File: src/rtl/hash_byte_feeder.sv
// hash_byte_feeder: buffers host bytes and end-of-message markers in a FIFO
// and replays each message to full_hash. A message starts with a start pulse,
// sends each byte over the F_dr/F_rtr four-phase handshake, and ends with an
// End_of_File handshake. The feeder then waits for H_ready before it begins
// the next message.
// Optional feature: define HASH_FEEDER_LEN_COUNT_EN to add a saturating
// per-message byte counter. Its result appears on the msg_len port.
module hash_byte_feeder #(
  parameter int DEPTH = 16
`ifdef HASH_FEEDER_LEN_COUNT_EN
  ,
  parameter int LEN_W = 16
`endif
) (
  input  logic                    clk,
  input  logic                    rst_n,
  input  logic                    in_valid,
  input  logic [7:0]              in_data,
  input  logic                    in_eof,
  output logic                    in_ready,
  output logic                    start,
  output logic [7:0]              Byte,
  output logic                    F_dr,
  output logic                    End_of_File,
  input  logic                    F_rtr,
  input  logic                    H_ready,
  output logic                    msg_done,
  output logic [$clog2(DEPTH):0]  fifo_level
`ifdef HASH_FEEDER_LEN_COUNT_EN
  ,
  output logic [LEN_W-1:0]        msg_len
`endif
);

  localparam int AW = $clog2(DEPTH);
  localparam int LW = AW + 1;

  typedef enum logic [3:0] {
    S_IDLE,
    S_START,
    S_FETCH,
    S_B_REQ,
    S_B_HOLD,
    S_B_REL,
    S_E_WAIT,
    S_E_REQ,
    S_H_WAIT
  } state_t;

  state_t          state;
  state_t          state_nx;

  // Each entry is {eof, data}. The extra pointer MSB tells full from empty.
  logic [8:0]      mem [DEPTH];
  logic [LW-1:0]   wr_ptr;
  logic [LW-1:0]   rd_ptr;
  logic            full;
  logic            empty;
  logic            push;
  logic            pop;
  logic [8:0]      head;

  assign fifo_level = wr_ptr - rd_ptr;
  assign full       = (fifo_level == LW'(DEPTH));
  assign empty      = (wr_ptr == rd_ptr);
  assign in_ready   = !full;
  assign push       = in_valid && !full;
  assign head       = mem[rd_ptr[AW-1:0]];

  // FIFO storage. Data entries need no reset; only the pointers track validity.
  always_ff @(posedge clk) begin
    if (push) begin
      mem[wr_ptr[AW-1:0]] <= {in_eof, in_data};
    end
  end

  // FIFO pointers. The asynchronous reset discards any buffered partial message.
  always_ff @(posedge clk or negedge rst_n) begin
    if (!rst_n) begin
      wr_ptr <= '0;
      rd_ptr <= '0;
    end else begin
      if (push) begin
        wr_ptr <= wr_ptr + LW'(1);
      end
      if (pop) begin
        rd_ptr <= rd_ptr + LW'(1);
      end
    end
  end

  // State register
  always_ff @(posedge clk or negedge rst_n) begin
    if (!rst_n) begin
      state <= S_IDLE;
    end else begin
      state <= state_nx;
    end
  end

  // Next-state logic and FIFO pop. A byte leaves the FIFO in B_HOLD.
  // A marker leaves when its End_of_File handshake completes.
  always_comb begin
    state_nx = state;
    pop      = 1'b0;
    unique case (state)
      S_IDLE:   if (!empty) state_nx = S_START;
      S_START:  state_nx = S_FETCH;
      S_FETCH:  if (!empty) state_nx = head[8] ? S_E_WAIT : S_B_REQ;
      S_B_REQ:  if (F_rtr) state_nx = S_B_HOLD;
      S_B_HOLD: begin
        pop      = 1'b1;
        state_nx = S_B_REL;
      end
      S_B_REL:  if (!F_rtr) state_nx = S_FETCH;
      S_E_WAIT: if (F_rtr) state_nx = S_E_REQ;
      S_E_REQ: begin
        if (!F_rtr) begin
          pop      = 1'b1;
          state_nx = S_H_WAIT;
        end
      end
      S_H_WAIT: if (H_ready) state_nx = S_IDLE;
      default:  state_nx = S_IDLE;
    endcase
  end

  // Registered outputs. Strobes are decoded from the next state, so each one
  // is high exactly while the FSM occupies the matching state.
  always_ff @(posedge clk or negedge rst_n) begin
    if (!rst_n) begin
      start       <= 1'b0;
      F_dr        <= 1'b0;
      End_of_File <= 1'b0;
      msg_done    <= 1'b0;
      Byte        <= 8'h00;
    end else begin
      start       <= (state_nx == S_START);
      F_dr        <= (state_nx == S_B_REQ) || (state_nx == S_B_HOLD);
      End_of_File <= (state_nx == S_E_REQ);
      msg_done    <= (state == S_H_WAIT) && H_ready;
      if ((state == S_FETCH) && (state_nx == S_B_REQ)) begin
        Byte <= head[7:0];
      end
    end
  end

`ifdef HASH_FEEDER_LEN_COUNT_EN
  logic [LEN_W-1:0] len_cnt;

  // Per-message byte count. It saturates at all-ones and is published when
  // the End_of_File handshake completes.
  always_ff @(posedge clk or negedge rst_n) begin
    if (!rst_n) begin
      len_cnt <= '0;
      msg_len <= '0;
    end else begin
      if (state == S_START) begin
        len_cnt <= '0;
      end else if ((state == S_B_HOLD) && (len_cnt != '1)) begin
        len_cnt <= len_cnt + LEN_W'(1);
      end
      if ((state == S_E_REQ) && !F_rtr) begin
        msg_len <= len_cnt;
      end
    end
  end
`endif

endmodule

File: config.mk
export PLATFORM = sky130hd
export DESIGN_NAME = hash_byte_feeder
export DESIGN_NICKNAME = d
export VERILOG_FILES = /design/src/rtl/hash_byte_feeder.sv
export SDC_FILE = /design/constraint.sdc
export NUM_CORES = 1
export LEC_CHECK = 0
export CAP_MARGIN = 40
export CORE_MARGIN = 2
export CORE_UTILIZATION = 30
export CTS_CLUSTER_SIZE = 24
export DETAILED_ROUTE_END_ITERATION = 7
export PLACE_DENSITY = 0.56
export SLEW_MARGIN = 5
export SYNTH_ARGS = -nofsm -noshare
export SYNTH_HDL_FRONTEND = slang
export SYNTH_SLANG_ARGS = --single-unit
File: constraint.sdc
create_clock -name clk -period 8.6 [get_ports clk]
set_clock_uncertainty 0.15 [all_clocks]
set_input_delay 1.29 -clock clk [delete_from_list [all_inputs] [get_ports clk]]
set_output_delay 1.29 -clock clk [all_outputs]
set_load 0.005 [all_outputs]
==> results by group, run 1 <==
STA
  • Slew at the pin with the worst max-slew slack: 0.7674 ns
  • Final Setup Violations: 0
  • Max-slew violations: 0
  • Period minus WS final: 4.607 ns
  • Final hold vios: 0
  • Setup TNS: 0 ns
  • Max Clk Rate: 217.0 MHz
  • RSZ-0062 raised after global routing: no
  • Final critical-path share of the clock period: 53.57%
  • Worst rel slew slack: 48.84%
  • Worst Hold Slack: 0.3424 ns

Critical path
  • CP Capture Type: output port
  • Max stage delay on crit path: 0.71 ns
  • Cell Chain, Critical Path: inv_1 > ha_1 > xnor2_1 > or3_1 > a2111oi_4 > inv_1 > clkdlybuf4s50_1
  • Max FO, Critical Path: 14
  • Crit-path most repeated cell: inv_1
  • CP Launch Type: flip-flop
  • Critical path buffers and inverters: 3
  • Crit path kind: flip-flop to output port
  • CP max-delay cell: dfrtp_1
  • Critical path data required time: 7.16 ns
  • Crit path max-delay family: buffers and inverters
  • Arr. time, crit path: 3.17 ns

Routing
  • WL per Instance: 19.25 microns
  • DRC Markers: 0
  • DR iter-0 viols: 257
  • Routed Antenna Nets: 0
  • Drt first pass iters: 4
  • Detailed Route WL: 13.65 mm
  • Vias/cell: 4.779
  • Vias: 3388

Global route
  • Largest net degree at the start of global routing: 40
  • First-pass GRT wire length: 21.32 mm
  • Number of global-route vias before repair: 3581
  • GRT Util Overall: 12.10%
  • Overflow after GRT: 0
  • Initial antenna violation count: 0

Layout
  • Sequential cell area: 4977 sq um
  • Ant. Diodes: 0
  • Fin util: 36.57%
  • Share of cells above drive strength 1: 24.53%
  • Fill cell count: 2104
  • Nets: 436
  • Area grow syn2layout: 19.09%
  • Multi-input gate area: 1883 sq um

Yosys
  • Syn_area_per_cell: 19.42 sq um
  • Number of synthesized flops with an enable pin: 144
  • Syn_nets: 383
  • Post-synthesis cell type count: 47
  • Sequential area share after synthesis: 71.34%
  • Mapped Area: 6973 sq um
  • Commonest cells post-synth: edfxtp_1 (144), mux4_2 (37), dfrtp_1 (26)
  • Synth Warn #: 0
  • Synth top area share: 62.01%
  • Top-count cell post-synth: edfxtp_1
  • Main synth FF type: edfxtp_1
  • Ys async rst share: 15.29%
  • Synth top area cells: edfxtp_1 (62%), mux4_2 (12%), dfrtp_1 (9.3%)
  • Synth area leader: edfxtp_1
  • Register bit total from synthesis: 170
  • Mapped Cells: 359

Place
  • Routability Congestion: 0.7310
  • Input/output buffers: 31
  • DP Wirelength: 9.372 mm

Floorplanning
  • Num rows: 55
  • # IOs: 32
  • Total core area: 22710 sq um
  • Full die area: 24480 sq um
  • Initial Util: 30.71%
  • Width of the die: 156.5 microns
  • Die Span Y: 156.5 microns

Pwr
  • PD cells: 338.3 nW/um^2
  • Leak Pwr: 2.777 nW
  • Max IR drop VDD: 0.0001447 V
  • Final Power: 0.002809 W

Clock tree
  • Root Buffer: clkbuf_16
  • H-tree levels: 4
  • Clk buf depth: 2
  • Worst-Skew Late Latency: 0.43 ns
  • CTS Hold Bufs: 0
  • Clk slew on worst S/H paths: 0.06 ns
  • Clock buffers created by TritonCTS: 17
  • CTS tree: yes
  • Post-CTS setup buffers: 0
  • Post-cts resize count: 0
  • # clock sinks: 170

Status
  • Status: finished clean

Min path
  • Worst min-delay path class: flip-flop to flip-flop

Flow run
  • Max-cap violation count: 0
kinds of logic (layout without fill, tap and decap cells):
logic type,count (synthesis),in the layout,synth area share (%)
xor+xnor,11,11,1.382
flops,170,170,71.34
mux,55,55,15.86
fa+ha+maj,10,10,1.902
buf+inv,28,93,2.009
compound gates,22,22,2.441
simple gates,63,63,5.060
state kept, by name (all words and copies together) (netlist names):
register / cells
Byte: 8
End_of_File: 1
F_dr: 1
mem: 144
msg_done: 1
rd_ptr: 5
start: 1
state: 4
wr_ptr: 5
worst register-to-register path, stage by stage (launching register included):
cell	delay, ns
dfrtp_1	0.71
inv_1	0.19
ha_1	0.37
nor2b_1	0.15
o21ai_0	0.16
nor3b_1	0.47
a2111oi_4	0.11
nand2b_1	0.51
nor4b_2	0.69
buf_4	0.27
report_power, final:
| part | switching (W) | internal [W] |
|---|---|---|
| clock | 0.000308 | 0.000427 |
| combinational | 0.000443 | 0.000501 |
| sequential | 0.000106 | 0.00102 |
| total | 0.000857 | 0.00195 |
area by class of cell:
| class | count | share of cell area [%] |
|---|---|---|
| Inverter | 12 | 0.5424 |
| Timing Repair Buffer | 50 | 5.695 |
| Clock buffer | 17 | 5.123 |
| Sequential cell | 170 | 59.94 |
| Tap cell | 285 | 4.294 |
| Clock inverter | 14 | 1.733 |
| Multi-Input combinational cell | 161 | 22.68 |
path summary, 6_finish.rpt:
check / start / to / slack [ns] / cells past startpoint
worst min-delay path: wr_ptr[4] / wr_ptr[4] / 0.34 / 1
worst max-delay path: rd_ptr[2] / in_ready / 3.99 / 7
min in group asynchronous: rst_n / wr_ptr[2] / 1.10 / 2
worst min register to register: wr_ptr[4] / wr_ptr[4] / 0.34 / 1
max in group asynchronous: rst_n / rd_ptr[0] / 6.90 / 2
worst max register to register: rd_ptr[2] / mem[2][2] / 4.53 / 9
routing by layer:
metal / global-route usage (%) / up-vias / wire (microns)
li1: - / 1544 / -
met1: 15.78 / 1774 / 6141
met2: 19.80 / 57 / 6907
met3: 2.714 / 13 / 429
met4: 4.587 / 0 / 174
met5: 0 / - / 0
stage by stage:
step / area, sq um / instances / setup WS [ns]
global route: 8304 / 709 / 3.700
global placement: 7610 / 664 / 3.953
finish: 8304 / 709 / 3.993
CTS: 8304 / 709 / 3.926
floorplan: 6973 / 359 / 4.532
detailed placement: 7735 / 678 / 4.389
cells in the final DEF (no fill, tap or decap), types with 2 or more instances in the layout:
master	synthesis	layout
buf_6	3	2
buf_4	3	16
nor2b_1	5	5
xor2_1	5	5
nand3b_1	6	6
nand3_1	3	3
nor4b_2	0	4
mux2i_1	4	4
clkinv_4	0	3
nor2_1	17	17
dfrtp_1	26	24
inv_6	0	4
inv_1	11	11
clkinv_1	0	2
xnor2_1	6	6
nand2b_1	3	3
ha_1	9	9
mux4_1	5	5
clkdlybuf4s50_1	0	31
clkinv_2	0	3
bufinv_16	0	2
o21ai_0	4	4
nand4_1	5	5
dfrtp_2	0	2
a2bb2oi_1	2	2
a21oi_1	6	6
clkbuf_16	0	17
nand2_1	10	10
mux4_2	37	37
nor3_1	3	3
edfxtp_1	144	144
mux2_2	8	8
(Power assumes the default switching activity.)
==> run 2, diff against run 1 <==
Settings changed: PLACE_DENSITY 0.56 to 0.58.
Clock period 8.6 ns to 3.75 ns, I/O delays scaled along.
==> run 2 against run 1 <==
  * Sequential share of layout area fell by 0.33 points
  * Clock power rose by 140%
  * Routed wire length increased by 3.3%
  * First-iteration DRC count is 26% higher
  * Register-to-register slack lost 4.2 ns
  * Die area stayed put
  * Global-route usage up 0.30 points
  * Utilization up 0.20 points
  * Critical path depth grew 3
  * Final cell count rose by 0.42%
  * Largest power group unchanged
  * Non-clock buffer count grew 2
==> results by group, run 2 (same netlist as run 1, synthesis figures left out) <==
Clock tree
  • CTS Hold Bufs: 0 (unchanged)
  • H-tree levels: 4 (unchanged)
  • Clk slew on worst S/H paths: 0.07 ns (was 0.06 ns)
  • Worst-Skew Late Latency: 0.43 ns (about the same)
  • # clock sinks: 170 (unchanged)
  • CTS tree: yes (unchanged)
  • Root Buffer: clkbuf_16 (unchanged)
  • Clk buf depth: 2 (unchanged)
  • Clock buffers created by TritonCTS: 17 (unchanged)

Pwr
  • Clock network fraction of design power: 26.5% (was 26.1%)
  • Leak Pwr: 2.785 nW (was 2.777 nW)
  • Max IR drop VDD: 0.0003073 V (was 0.0001447 V)
  • P_int: 0.004549 W (was 0.001953 W)
  • Register share of total power: 37.7% (was 40.3%)
  • Switching Share: 31.17% (was 30.50%)
  • PD cells: 791.4 nW/um^2 (was 338.3 nW/um^2)
  • Final Power: 0.006609 W (was 0.002809 W)
  • NetSw: 0.002060 W (was 0.0008568 W)
  • Comb power frac: 35.8% (was 33.6%)

Global route
  • First-pass GRT wire length: 22.02 mm (was 21.32 mm)
  • Overflow after GRT: 0 (unchanged)
  • Largest net degree at the start of global routing: 41 (was 40)
  • GRT Util Overall: 12.40% (was 12.10%)
  • Number of global-route vias before repair: 3650 (was 3581)
  • Initial antenna violation count: 0 (unchanged)

STA
  • Final Setup Violations: 0 (unchanged)
  • RSZ-0062 raised after global routing: no (unchanged)
  • Final worst slack: 0.1775 ns (was 3.993 ns)
  • Slew at the pin with the worst max-slew slack: 0.8622 ns (was 0.7674 ns)
  • Worst rel slew slack: 42.31% (was 48.84%)
  • Final hold vios: 0 (unchanged)
  • Period minus WS final: 3.572 ns
  • Final critical-path share of the clock period: 95.27%
  • Max Clk Rate: 279.9 MHz
  • Max-slew violations: 0 (unchanged)

Layout
  • Share of cells above drive strength 1: 26.00% (was 24.53%)
  • Nets: 438 (was 436)
  • Area grow syn2layout: 19.76% (was 19.09%)
  • Max reg flops: 144 (unchanged)
  • Commonest non-fill, non-tap cells in the layout: edfxtp_1 (144), mux4_2 (37), clkdlybuf4s50_1 (31) (unchanged)
  • Fin util: 36.77% (was 36.57%)
  • Commonest non-fill, non-tap cell in the layout: edfxtp_1 (unchanged)
  • Final instance area: 8351 sq um (was 8304 sq um)
  • Ant. Diodes: 0 (unchanged)

Critical path
  • Max FO, Critical Path: 3 (was 14)
  • Reg2reg setup slack: 0.37 ns (was 4.53 ns)
  • Worst reg2reg path endpoint: mem[14][8] (was mem[2][2])
  • R2R cell count: 10 (was 9)
  • Critical path data required time: 3.04 ns (was 7.16 ns)
  • Crit path kind: flip-flop to output port (unchanged)
  • CP Launch Type: flip-flop (unchanged)
  • CP Capture Type: output port (unchanged)
  • Arr. time, crit path: 2.86 ns (was 3.17 ns)
  • FF-to-FF Start: wr_ptr[0] (was rd_ptr[2])

Floorplanning
  • Width of the die: 156.5 microns (unchanged)
  • Full die area: 24480 sq um (unchanged)
  • Total core area: 22710 sq um (unchanged)
  • # IOs: 32 (unchanged)
  • Num rows: 55 (unchanged)
  • Die Span Y: 156.5 microns (unchanged)
  • Initial Util: 30.71% (unchanged)

Routing
  • Routed Antenna Nets: 0 (unchanged)
  • Vias/cell: 4.820 (was 4.779)
  • DR iter-0 viols: 325 (was 257)
  • DRC Markers: 0 (unchanged)
  • WL per Instance: 19.81 microns (was 19.25 microns)
  • Vias: 3432 (was 3388)
  • Drt first pass iters: 4 (unchanged)
  • Detailed Route WL: 14.10 mm (was 13.65 mm)

Place
  • Setup WS pre-CTS: 0.06933 ns (was 4.389 ns)
  • Placed inst area: 7709 sq um (was 7735 sq um)
  • DP Wirelength: 9.529 mm (was 9.372 mm)
  • Routability Congestion: 0.8091 (was 0.7310)
  • Input/output buffers: 31 (unchanged)

Status
  • Status: finished clean (unchanged)

Flow run
  • Max-cap violation count: 0 (unchanged)

Min path
  • Worst min-delay path class: primary input to async pin (was flip-flop to flip-flop)
[run 2: changes by cell type in the layout (fill, tap and decap cells not counted), sizes merged]
cell / before / now
clkinv: 8 / 6
clkbuf: 17 / 19
buf: 19 / 20
clkinvlp: 0 / 2
[run 2: per-layer routing]
metal	up-vias	part of all wire, %	GRT usage (%)
li1	1556	-	-
met5	-	0	0
met2	79	49	19.38
met3	8	5.1	2.659
met1	1789	45	17.04
met4	0	0.96	4.675
[run 2: power groups by stage]
stage	Combinational, W	Clock [W]	Sequential (W)
floorplan	0.00155	0	0.00250
global placement	0.00230	0	0.00252
detailed placement	0.00235	0	0.00254
CTS	0.00240	0.00178	0.00249
global route	0.00258	0.00187	0.00252
finish	0.00237	0.00175	0.00249
[run 2: stage by stage]
stage	hold WS (ns)	TNS (ns)	std cells
after floorplan	0.1169	-7.648	359
after global placement	0.3306	0	673
after detailed placement	0.3264	0	675
after CTS	0.3049	0	709
after global routing	0.3171	0	712
final	0.3085	0	712
[run 2: worst max path at each step]
stage                     slack, ns       from  cells past startpoint         end
after floorplan               -0.28  rd_ptr[1]                     11   mem[0][0]
after detailed placement       0.07  wr_ptr[0]                     10  mem[12][4]
final                          0.18  wr_ptr[0]                     10    in_ready
after CTS                     0.009  wr_ptr[0]                      9    in_ready
after global routing           0.04  wr_ptr[0]                     10    in_ready
after global placement         0.26  wr_ptr[0]                     10  mem[14][6]
[run 2: what timing repair did]
item                       in CTS  in global routing
resized for setup               1                  3
setup buffers                   2                  1
setup endpoints to repair       1                  1
pin swaps                       0                  1
[run 2: critical path, cell delays in order, from the launching register on]
cell and delay (ns):
dfrtp_1 0.36, inv_1 0.09, ha_2 0.20, fa_1 0.41, nor2b_1 0.14, o21ai_0 0.11
nor3b_1 0.19, a2111oi_4 0.29, buf_4 0.17, inv_1 0.04, clkdlybuf4s50_1 0.43
[run 2: area by class of cell]
class / count / area, sq um
fillers: 2055 / 14360
flip-flops and latches: 170 / 4977
multi-input cells: 161 / 1901
repair buffers: 52 / 475.5
clock buffers: 18 / 429.2
well taps: 285 / 356.6
clock inverters: 14 / 166.4
inverters: 12 / 45.04
==> run 3, diff against run 2 <==
Clock period 3.75 ns to 2.9 ns, I/O delays scaled along.
==> run 3 against run 2 <==
  * The run now ends with setup timing left
  * Worst hold slack got worse by 0.075 ns
  * Utilization rose by 2.3 points
  * Non-clock buffer count is 27 higher
  * Routed wire length is 2.9% higher
  * Design area is 6.2% higher
  * Sequential power is 29% higher
  * Sequential cell count unchanged
  * Critical path depth is 3 lower
  * Setup slack worse by 0.24 ns
  * Clock power up 22%
  * Global-route usage rose by 0.26 points
  * Largest cell class unchanged
==> results by group, run 3 (same netlist as run 1, synthesis figures left out) <==
Pwr
  • PD cells: 1009 nW/um^2 (was 791.4 nW/um^2)
  • Clock network fraction of design power: 23.9% (was 26.5%)
  • Leak Pwr: 2.979 nW (was 2.785 nW)
  • Comb power frac: 40.1% (was 35.8%)
  • Register share of total power: 36.0% (was 37.7%)
  • P_int: 0.006090 W (was 0.004549 W)
  • Max IR drop VDD: 0.0004016 V (was 0.0003073 V)
  • Switching Share: 31.91% (was 31.17%)
  • NetSw: 0.002854 W (was 0.002060 W)

Place
  • Input/output buffers: 31 (unchanged)
  • DP Wirelength: 9.614 mm (was 9.529 mm)
  • Setup WS pre-CTS: -0.1746 ns (was 0.06933 ns)
  • Routability Congestion: 0.7786 (was 0.8091)

Global route
  • Number of global-route vias before repair: 3855 (was 3650)
  • First-pass GRT wire length: 22.75 mm (was 22.02 mm)
  • GRT Util Overall: 12.66% (was 12.40%)
  • Overflow after GRT: 0 (unchanged)
  • Largest net degree at the start of global routing: 37 (was 41)
  • Initial antenna violation count: 0 (unchanged)

Clock tree
  • CTS Hold Bufs: 0 (unchanged)
  • Root Buffer: clkbuf_16 (unchanged)
  • # clock sinks: 170 (unchanged)
  • CTS tree: yes (unchanged)
  • Worst-Skew Late Latency: 0.43 ns (about the same)
  • Clk buf depth: 2 (unchanged)
  • H-tree levels: 4 (unchanged)
  • Clock buffers created by TritonCTS: 17 (unchanged)
  • Clk slew on worst S/H paths: 0.07 ns (about the same)

Critical path
  • CP Launch Type: flip-flop (unchanged)
  • Worst path depth: 7 (was 10)
  • Crit path max-delay family: adder cells (was buffers and inverters)
  • Max stage delay on crit path: 0.53 ns (was 0.43 ns)
  • R2R cell count: 10 (unchanged)
  • Max FO, Critical Path: 2 (was 3)
  • Critical path data required time: 2.32 ns (was 3.04 ns)
  • Critical path buffers and inverters: 3 (was 4)
  • CP max-delay cell: fa_2 (was clkdlybuf4s50_1)
  • Crit path kind: flip-flop to output port (unchanged)
  • Cell Chain, Critical Path: ha_4 > fa_2 > inv_2 > or3_4 > a2111oi_4 > inv_1 > buf_2 (was inv_1 > ha_2 > fa_1 > nor2b_1 > o21ai_0 > nor3b_1 > a2111oi_4 > buf_4 > inv_1 > clkdlybuf4s50_1)
  • Arr. time, crit path: 2.38 ns (was 2.86 ns)
  • CP Capture Type: output port (unchanged)

Routing
  • Vias/cell: 4.908 (was 4.820)
  • Drt first pass iters: 4 (unchanged)
  • Detailed Route WL: 14.52 mm (was 14.10 mm)
  • Vias: 3632 (was 3432)
  • DR iter-0 viols: 340 (was 325)
  • DRC Markers: 0 (unchanged)
  • Routed Antenna Nets: 0 (unchanged)
  • WL per Instance: 19.62 microns (was 19.81 microns)

Layout
  • Ant. Diodes: 0 (unchanged)
  • Fin util: 39.04% (was 36.77%)
  • Area grow syn2layout: 27.13% (was 19.76%)
  • Share of cells above drive strength 1: 34.51% (was 26.00%)
  • Nets: 466 (was 438)
  • Commonest non-fill, non-tap cells in the layout: edfxtp_1 (144), mux4_2 (37), clkdlybuf4s50_1 (28), buf_4 (28), dfrtp_1 (24) (was edfxtp_1 (144), mux4_2 (37), clkdlybuf4s50_1 (31))
  • Max reg flops: 144 (unchanged)
  • Commonest non-fill, non-tap cell in the layout: edfxtp_1 (unchanged)

Status
  • Status: finished with violations (was finished clean)
  • Failing checks: setup timing

Floorplanning
  • Num rows: 55 (unchanged)
  • Total core area: 22710 sq um (unchanged)
  • Width of the die: 156.5 microns (unchanged)
  • Die Span Y: 156.5 microns (unchanged)
  • Full die area: 24480 sq um (unchanged)
  • # IOs: 32 (unchanged)
  • Initial Util: 30.71% (unchanged)

STA
  • Final worst slack: -0.06612 ns (was 0.1775 ns)
  • Final critical-path share of the clock period: 102.3%
  • Final Setup Violations: 1 (was 0)
  • Worst rel slew slack: 58.01% (was 42.31%)
  • Max-slew violations: 0 (unchanged)
  • Period minus WS final: 2.966 ns
  • RSZ-0062 raised after global routing: yes (was no)
  • Max Clk Rate: 337.1 MHz
  • Slew at the pin with the worst max-slew slack: 0.6278 ns (was 0.8622 ns)
  • Final hold vios: 0 (unchanged)

Min path
  • Worst min-delay path class: primary input to async pin (unchanged)

Flow run
  • Max-cap violation count: 0 (unchanged)
==> run 3: cell count changes in the layout (fill, tap and decap cells not counted), sizes merged, moves of 2 or more <==
cell,previous run,this run
buf,20,48
clkinv,6,2
inv,16,20
clkdlybuf4s50,31,28
bufinv,2,0
clkinvlp,2,4
==> run 3: cell type report <==
| type | count | area, sq um |
|---|---|---|
| Inverter | 12 | 47.55 |
| Sequential cell | 170 | 4977 |
| Clock inverter | 14 | 128.9 |
| Multi-Input combinational cell | 162 | 2049 |
| Timing Repair Buffer | 79 | 875.8 |
| Fill cell | 2018 | 13840 |
| Clock buffer | 18 | 429.2 |
| Tap cell | 285 | 356.6 |
==> run 3: worst paths after layout <==
| path | startpoint | to | slack (ns) |
|---|---|---|---|
| max | rd_ptr[0] | in_ready | -0.07 |
| min | rst_n | start | 0.23 |
| max reg2reg | rd_ptr[0] | mem[7][6] | 0 |
| min reg2reg | Byte[0] | Byte[0] | 0.35 |
| max in group asynchronous | rst_n | rd_ptr[0] | 2.07 |
| min in group clk | Byte[0] | Byte[0] | 0.35 |
==> run 3: metal layers <==
| layer | GRT usage, % | vias up | wire length [microns] |
|---|---|---|---|
| met2 | 20.81 | 69 | 7266 |
| met3 | 2.742 | 12 | 553 |
| met5 | 0 | - | 0 |
| met1 | 16.43 | 1935 | 6474 |
| li1 | - | 1616 | - |
| met4 | 4.980 | 0 | 221 |
==> run 3: what timing repair did <==
item,in CTS,in global routing
cloned,1,1
gates resized for setup,11,10
pin swaps,6,10
endpoints found under the setup margin,141,102
setup buffers,8,7
==> run 3: metrics by stage <==
stage          cell area [sq um]  TNS (ns)  power [W]  hold WS (ns)  instances
5_1_grt                     8865    -2.100   0.009438        0.2813        740
6_report                    8865  -0.06612   0.008944        0.2337        740
4_1_cts                     8790   -0.1014   0.008970        0.2431        737
3_5_place_dp                8098    -15.41   0.006780        0.3462        696
2_1_floorplan               7159    -2.824   0.005440      -0.01059        359
3_3_place_gp                8090    -11.99   0.006692        0.3444        695
==> run 3: worst register-to-register path, stage by stage, from the launching register on <==
cell	delay (ns)
dfrtp_2	0.43
ha_4	0.17
fa_2	0.53
inv_2	0.04
or3_4	0.39
a2111oi_4	0.21
buf_4	0.18
nand2b_4	0.24
buf_6	0.14
nor2_4	0.04
clkbuf_16	0.15
==> run 3: power by group through the flow <==
stage	sequential (W)	clock, W	combinational [W]
6_report	0.00322	0.00214	0.00359
5_1_grt	0.00326	0.00227	0.00390
4_1_cts	0.00322	0.00218	0.00357
3_5_place_dp	0.00327	0	0.00351
3_3_place_gp	0.00326	0	0.00343
2_1_floorplan	0.00325	0	0.00219
